==> src/rtl/coax_line_frontend.sv <==
// Coax line front end: rx synchroniser and glitch filter, tx driver gating with
// post-transmit rx blanking, loopback/disable modes and an rx-core interrupt block.

module coax_line_sync #(
   parameter int STAGES = 2
) (
   input  logic clk,
   input  logic reset_n,
   input  logic d,
   output logic q
);
   logic [STAGES-1:0] chain;

   always_ff @(posedge clk or negedge reset_n) begin
      if (!reset_n) chain <= '0;
      else          chain <= {chain[STAGES-2:0], d};
   end

   assign q = chain[STAGES-1];
endmodule

module coax_line_filter #(
   parameter int LENGTH = 3
) (
   input  logic clk,
   input  logic reset_n,
   input  logic s,
   output logic f
);
   localparam logic [3:0] LEN = 4'(LENGTH);

   logic [3:0] cnt;

   // f only moves after LENGTH consecutive samples disagree with it
   always_ff @(posedge clk or negedge reset_n) begin
      if (!reset_n) begin
         f   <= 1'b0;
         cnt <= 4'd0;
      end else if (s == f) begin
         cnt <= 4'd0;
      end else if (cnt + 4'd1 == LEN) begin
         f   <= s;
         cnt <= 4'd0;
      end else begin
         cnt <= cnt + 4'd1;
      end
   end
endmodule

module coax_line_irq (
   input  logic       clk,
   input  logic       reset_n,
   input  logic       rx_active_in,
   input  logic       rx_error_in,
   input  logic [1:0] irq_mask,
   input  logic [1:0] irq_clear,
   output logic [1:0] irq_status,
   output logic       irq
);
   logic [1:0] ev_q;
   logic [1:0] rise;

   assign rise = {rx_error_in, rx_active_in} & ~ev_q;

   // a fresh edge wins over a coincident clear strobe
   always_ff @(posedge clk or negedge reset_n) begin
      if (!reset_n) begin
         ev_q       <= 2'b00;
         irq_status <= 2'b00;
         irq        <= 1'b0;
      end else begin
         ev_q       <= {rx_error_in, rx_active_in};
         irq_status <= rise | (irq_status & ~irq_clear);
         irq        <= |(irq_status & ~irq_mask);
      end
   end
endmodule

module coax_line_frontend #(
   parameter int SYNC_STAGES   = 2,
   parameter int FILTER_LENGTH = 3,
   parameter int GUARD_CLOCKS  = 32
) (
   input  logic       clk,
   input  logic       reset_n,
   input  logic       rx_pin,
   input  logic       tx_in,
   input  logic       tx_active_in,
   input  logic [1:0] mode,
   output logic       line_tx,
   output logic       line_tx_active,
   output logic       rx_out,
   output logic       guard_active,
   input  logic       rx_active_in,
   input  logic       rx_error_in,
   input  logic [1:0] irq_mask,
   input  logic [1:0] irq_clear,
   output logic [1:0] irq_status,
   output logic       irq
);
   localparam logic [7:0] GUARD = 8'(GUARD_CLOCKS);

   logic       s;
   logic       f;
   logic [1:0] mode_q;
   logic       tx_q;
   logic [7:0] guard_cnt;
   logic       normal;
   logic       blank;

   coax_line_sync #(.STAGES(SYNC_STAGES)) u_sync (
      .clk     (clk),
      .reset_n (reset_n),
      .d       (rx_pin),
      .q       (s)
   );

   coax_line_filter #(.LENGTH(FILTER_LENGTH)) u_filter (
      .clk     (clk),
      .reset_n (reset_n),
      .s       (s),
      .f       (f)
   );

   coax_line_irq u_irq (
      .clk          (clk),
      .reset_n      (reset_n),
      .rx_active_in (rx_active_in),
      .rx_error_in  (rx_error_in),
      .irq_mask     (irq_mask),
      .irq_clear    (irq_clear),
      .irq_status   (irq_status),
      .irq          (irq)
   );

   assign normal       = (mode_q == 2'b00);
   assign blank        = normal && (tx_active_in || guard_cnt != 8'd0);
   assign guard_active = blank && reset_n;

   // mode is held off while tx_q is set so the guard load that follows a
   // transmit still sees the mode the transmit ran under
   always_ff @(posedge clk or negedge reset_n) begin
      if (!reset_n) begin
         mode_q         <= 2'b00;
         tx_q           <= 1'b0;
         guard_cnt      <= 8'd0;
         line_tx        <= 1'b0;
         line_tx_active <= 1'b0;
         rx_out         <= 1'b0;
      end else begin
         tx_q <= tx_active_in;
         if (!tx_active_in && !tx_q && guard_cnt == 8'd0)
            mode_q <= mode;

         if (tx_active_in)
            guard_cnt <= 8'd0;
         else if (tx_q && normal)
            guard_cnt <= GUARD;
         else if (guard_cnt != 8'd0)
            guard_cnt <= guard_cnt - 8'd1;

         line_tx_active <= tx_active_in && normal;
         line_tx        <= tx_in && tx_active_in && normal;

         case (mode_q)
            2'b00:   rx_out <= blank ? 1'b0 : f;
            2'b01:   rx_out <= tx_in && tx_active_in;
            default: rx_out <= 1'b0;
         endcase
      end
   end
endmodule

==> config.mk <==
export PLATFORM = sky130hd
export DESIGN_NAME = coax_line_frontend
export DESIGN_NICKNAME = d
export VERILOG_FILES = /design/src/rtl/coax_line_frontend.sv
export SDC_FILE = /design/constraint.sdc
export NUM_CORES = 1
export LEC_CHECK = 0
export CAP_MARGIN = 20
export CELL_PAD_IN_SITES_DETAIL_PLACEMENT = 0
export CELL_PAD_IN_SITES_GLOBAL_PLACEMENT = 2
export CORE_MARGIN = 5
export CORE_UTILIZATION = 30
export CTS_BUF_LIST = sky130_fd_sc_hd__clkbuf_8
export CTS_CLUSTER_DIAMETER = 100
export DETAILED_ROUTE_END_ITERATION = 16
export GPL_TIMING_DRIVEN = 0
export HOLD_SLACK_MARGIN = 0.02
export PLACE_DENSITY_LB_ADDON = 0.1
export SYNTH_ARGS = -nofsm -noshare
export SYNTH_HDL_FRONTEND = slang
export SYNTH_SLANG_ARGS = --single-unit
==> constraint.sdc <==
create_clock -name clk -period 2.3 [get_ports clk]
set_input_delay 0.345 -clock clk [delete_from_list [all_inputs] [get_ports clk]]
set_output_delay 0.345 -clock clk [all_outputs]
set_load 0.01 [all_outputs]
==> impl_metrics.tcl, run 1 <==
set metrics [dict create \
    status "completed" \
    rsz0062_at_grt "no" \
    die_h_um 72.08 \
    vias 816 \
    drc 0 \
    grt_overflow 0 \
    cap_viol_max_count 0 \
    irDropWorstVdd_mv 0.6038 \
    start_kind "flip-flop" \
    fmax_mhz 461.5 \
    hp-class "input port to async pin" \
    slew_headroom_pct 54.17 \
    final_util_pct 41.55 \
    antenna_cells 0 \
    slew_viol_final 0 \
    drt_wl_total_um 2171 \
    syn_avg_cell_area_um2 11.45 \
    synthTopCellsByArea "dfrtp_1, nor2_1, ha_1, inv_1, mux2_1" \
    grt_pass1_vias 881 \
    setup.worst_path.class "flip-flop to primary output" \
    slowest_delay_ns 0.42 \
    crit_chain "inv_1 > ha_1 > nor3b_4 > nand2_4 > o211a_1 > dlygate4sd2_1" \
    synth.distinct_cells 32 \
    worstMarginPinSlew_ns 0.6875 \
    endpoint_kind "primary output" \
    r2r_setup_slack_ns 0.62 \
    worstPathArrival_ns 1.82 \
    antenna_found_initial 0 \
    setup_violations 0 \
    port_buffers 19 \
    p_per_area_nw_per_um2 1244 \
    wire_per_inst_um 12.27 \
    r2r-start "u_filter.cnt[0]$_DFF_PN0_" \
    gp_congestion 0.7620 \
    synth_seq_area_share_pct 56.28 \
    cts_root_buffer "clkbuf_8" \
    clk_latency_ns 0.27 \
    drt-vias-per-instance 4.610 \
    syn_nets 117 \
    clockBufferDepth 2 \
    yosysMostFrequentCell "dfrtp_1" \
    final_nets 146 \
    path_buf_inv 2 \
    synth_ff_type "dfrtp_1" \
    cts_buffers 3 \
    hold_violations 0 \
    timing.rr.end "u_filter.f$_DFFE_PN0P_" \
    ys_ff_latch 26 \
    coreArea_um2 3689 \
    hpwl_um 1654 \
    ios 20 \
    finalCriticalPeriod_ns 2.167 \
    async_reset_ff_share_pct 100.0 \
    finalCritPeriodShare_pct 94.20 \
    dieWidth_um 72.08 \
    clock-sinks 26 \
    grt_max_degree 16 \
    rows 22 \
    clock-skew-final_ns 0.003394 \
    synth_top_cell_area_share_pct 56.28 \
    drive_gt1_share_pct 11.63 \
    drt_iter0_markers 21 \
    cts.htree.levels 1 \
    cp_slowest_cell "dfrtp_1" \
    cts_hold_buf 0 \
    die_area_um2 5196 \
    start_util_pct 31.34 \
    synth_edf_count 0 \
    cp.required_ns 1.96 \
    dr.pass1.iters 4 \
    synth.top_cells.by_count "dfrtp_1, nor2_1, inv_1" \
    grt_pass1_wl_um 4057 \
    cp_max_fo 6 \
    syn_inst 101 \
    ant_nets 0 \
    critPathTopFamily "flip-flops" \
    synth_top_area_cell "dfrtp_1" \
    area_growth_pct 32.58 \
    cts_tree "built" \
    leakage_nw 0.6929 \
    reg2reg_depth 5 \
    synth.cell_area_um2 1156 \
    p_total_mw 1.907 \
    grtUsageTotal_pct 9.770 \
    clk_pin_slew_ns 0.09 \
    yosys_warnings 0 \
]
[routing by layer]
metal / GRT usage, % / share of wire [%] / wire length [um] / up-vias
met5: 0 / 0 / 0 / -
met4: 2.505 / 0.78 / 17 / 0
met3: 3.324 / 4.2 / 92 / 2
met2: 17.29 / 51 / 1106 / 10
met1: 11.22 / 44 / 955 / 400
li1: - / - / - / 404
[final cells by class]
cell class                 instances  area, um^2
inverter                          10       37.54
sequential                        26       650.6
multi-input combinational         65       467.9
clock buffer                       3       41.29
clock inverter                     1       30.03
fill                             372        2156
timing repair buffer              24       245.2
tap                               48       60.06
[repair_timing]
item                                    4_1_cts  5_1_grt
gates resized for setup                       2        0
setup buffers                                 4        0
endpoints found under the setup margin        1        0
hold endpoints to repair                      0        0
[worst register-to-register path, cell delays in order (launching register included)]
cell,delay [ns]
dfrtp_1,0.44
ha_1,0.23
and2_1,0.16
nand4_1,0.09
o22ai_1,0.29
mux2_1,0.35
[how the worst max path moves through the flow]
| stage | startpoint | cells past startpoint | to |
|---|---|---|---|
| floorplan | guard_cnt[0]$_DFFE_PN0P_ | 5 | guard_active |
| global placement | reset_n | 3 | guard_active |
| detailed placement | reset_n | 3 | guard_active |
| CTS | guard_cnt[1]$_DFFE_PN0P_ | 6 | guard_active |
| global route | guard_cnt[1]$_DFFE_PN0P_ | 6 | guard_active |
| finish | guard_cnt[1]$_DFFE_PN0P_ | 6 | guard_active |
[power by group]
part | internal [mW] | total [mW] | switching [mW]
Clock | 0.233 | 0.374 | 0.142
Combinational | 0.423 | 0.817 | 0.394
Sequential | 0.580 | 0.715 | 0.136
[stage by stage]
step | hold slack [ns] | std cells | instance area [um^2] | setup TNS, ns | setup slack (ns)
final | 0.2164 | 177 | 1533 | 0 | 0.1334
after floorplan | 0.04941 | 101 | 1156 | 0 | 0.6399
after CTS | 0.2339 | 177 | 1533 | 0 | 0.1052
after detailed placement | 0.3379 | 169 | 1434 | -0.1498 | -0.1498
after global placement | 0.3429 | 168 | 1406 | -0.5898 | -0.5898
after global routing | 0.2717 | 177 | 1533 | 0 | 0.02120
[layout by cell type (no fill, tap or decap), drive strengths merged, types with 2 or more instances in the layout]
cell type,count
nand2b,2
nand4,2
a21oi,4
nand3,3
clkbuf,3
ha,3
dfrtp,26
mux2,4
o22ai,4
and2,2
dlygate4sd2,2
mux2i,2
nor2,11
inv,10
nor4,2
xnor2,3
nand2,7
buf,5
nor3,4
clkdlybuf4s50,17
[flip-flops by register name (all words and copies together), names as in the netlist]
register          cells
u_irq.ev_q            2
mode_q                2
u_filter.f            1
guard_cnt             8
rx_out                1
line_tx               1
u_irq.irq             1
u_filter.cnt          4
u_sync.chain          2
tx_q                  1
u_irq.irq_status      2
line_tx_active        1
[cells by family after synthesis]
| family | after synthesis | share of synthesized area [%] |
|---|---|---|
| buf+inv | 10 | 3.247 |
| mux | 6 | 5.627 |
| compound gates | 15 | 8.334 |
| fa+ha+maj | 3 | 3.247 |
| flops | 26 | 56.28 |
| xor+xnor | 4 | 3.031 |
| simple gates | 37 | 20.24 |
Note: power is estimated with default switching activity, not from simulation.
==> run 2, diff against run 1 <==
Clock period 2.3 ns to 2.8 ns, I/O delays scaled along.
==> run 2 against run 1 <==
Compared with the run above: register-to-register slack better by 0.38 ns; global-route usage decreased by 0.29 points; clock skew about the same; wire length decreased by 2.8%; sequential power down 17%; flip-flop and latch count is the same; final cell count decreased by 2.3%; first-iteration DRC count up 81%; die area did not move; largest cell class unchanged; setup slack gained 0.079 ns; core utilization decreased by 0.75 points; count of clock-buffer cells in the layout unchanged.
==> impl_metrics.tcl, run 2 (synthesis results as in run 1) <==
set metrics [dict create \
    status "completed" \
    postCtsSetupBuffers 0 \
    setup_violations 0 \
    startpoint "guard_cnt[0]$_DFFE_PN0P_" \
    leakage_nw 0.6678 \
    slowest_delay_ns 0.47 \
    area_growth_pct 30.19 \
    p_per_area_nw_per_um2 996.6 \
    cts.htree.levels 1 \
    cts_root_buffer "clkbuf_8" \
    fmax_mhz 386.5 \
    cp.required_ns 2.38 \
    rows 22 \
    cts_buffers 3 \
    clk_latency_ns 0.27 \
    drc 0 \
    clockBufferDepth 2 \
    r2r-start "guard_cnt[0]$_DFFE_PN0P_" \
    start_util_pct 31.34 \
    irDropWorstVdd_mv 0.4510 \
    final_nets 142 \
    cts_resized 0 \
    drt-vias-per-instance 4.618 \
    largest_register_ff_count 8 \
    hold_start "u_sync.chain[0]$_DFF_PN0_" \
    critPathTopFamily "buffers and inverters" \
    rsz0062_at_grt "no" \
    antenna_found_initial 0 \
    slew_headroom_pct 53.73 \
    vias 799 \
    grtUsageTotal_pct 9.479 \
    hold_violations 0 \
    dieWidth_um 72.08 \
    grt_pass1_wl_um 3919 \
    ant_nets 0 \
    gp_congestion 0.7620 \
    placed_area_um2 1434 \
    port_buffers 19 \
    grt_max_degree 16 \
    drt_iter0_markers 38 \
    wire_per_inst_um 12.20 \
    top_register "guard_cnt" \
    drive_gt1_share_pct 8.800 \
    cp_max_fo 7 \
    finish.instance_area_um2 1505 \
    antenna_cells 0 \
    start_kind "flip-flop" \
    setup_tns_ns 0 \
    setup.worst_path.class "flip-flop to primary output" \
    clock-sinks 26 \
    ios 20 \
    path_buf_inv 2 \
    dr.pass1.iters 4 \
    final_cell_mix "dfrtp_1, clkdlybuf4s50_1, nor2_1" \
    cp_slowest_cell "clkdlybuf4s50_1" \
    clock-skew-final_ns 0.003811 \
    coreArea_um2 3689 \
    clk_pin_slew_ns 0.09 \
    slew_viol_final 0 \
    die_h_um 72.08 \
    die_area_um2 5196 \
    worstPathArrival_ns 2.17 \
    worstMarginPinSlew_ns 0.6919 \
    crit_chain "inv_1 > ha_1 > nor3b_4 > nand2_4 > o211a_1 > clkdlybuf4s50_1" \
    layout_commonest_cell "dfrtp_1" \
    fillerInstances 371 \
    grt_overflow 0 \
    hpwl_um 1654 \
    endpoint_kind "primary output" \
    top_regs "guard_cnt (8), u_filter.cnt (4)" \
    cts_tree "built" \
    cap_viol_max_count 0 \
    hp-class "flip-flop to flip-flop" \
    drt_wl_total_um 2111 \
    finalCritPeriodShare_pct 92.41 \
    finalCriticalPeriod_ns 2.587 \
    grt_pass1_vias 843 \
    cts_hold_buf 0 \
]
## run 2: cell type report
type	count	area, um^2	share of cell area (%)
Clock buffer	3	41.29	2.743
Multi-Input combinational cell	65	467.9	31.09
Sequential cell	26	650.6	43.23
Timing Repair Buffer	20	217.7	14.46
Tap cell	48	60.06	3.990
Clock inverter	1	30.03	1.995
Inverter	10	37.54	2.494
## run 2: worst reg2reg max path: cells and delay by family, from the launching register on
kind                     cells  cell delay (ns)
multiplexers                 1             0.33
AND/OR/NAND/NOR              3             0.66
adder cells (fa/ha/maj)      1             0.19
buffers and inverters        1             0.08
flip-flops                   1             0.43
## run 2: per-layer routing
metal | vias to the layer above | GRT usage, % | part of all wire, %
met5 | - | 0 | 0
met4 | 0 | 2.505 | 0.81
met3 | 2 | 3.324 | 4.8
met2 | 14 | 16.48 | 51
met1 | 388 | 11.04 | 43
li1 | 395 | - | -
## run 2: per-stage QoR
step                util (%)  power (mW)  hold slack, ns  std cells  setup slack, ns
global placement       38.13       1.201          0.3429        168          -0.2398
global route           40.81       1.630          0.3908        173          0.06797
finish                 40.81       1.500          0.3557        173           0.2127
detailed placement     38.87       1.215          0.3379        169           0.2002
CTS                    40.81       1.531          0.3607        173           0.1697
floorplan                  -       1.039          0.1244        101            1.065
## run 2: power breakdown
part           internal, mW  total [mW]  switching [mW]
combinational         0.299       0.601           0.302
sequential            0.476       0.593           0.116
clock                 0.191       0.306           0.115
total                 0.966        1.50           0.534
## run 2: worst paths after layout
kind                                             end  slack [ns]  cells past startpoint
min                        u_sync.chain[1]$_DFF_PN0_        0.36                      0
max reg2reg                    mode_q[1]$_DFFE_PN0P_        1.00                      6
max in group asynchronous   guard_cnt[2]$_DFFE_PN0P_        1.73                      2
max                                     guard_active        0.21                      6
min in group asynchronous        u_irq.irq$_DFF_PN0_        0.56                      1
min reg2reg                u_sync.chain[1]$_DFF_PN0_        0.36                      0
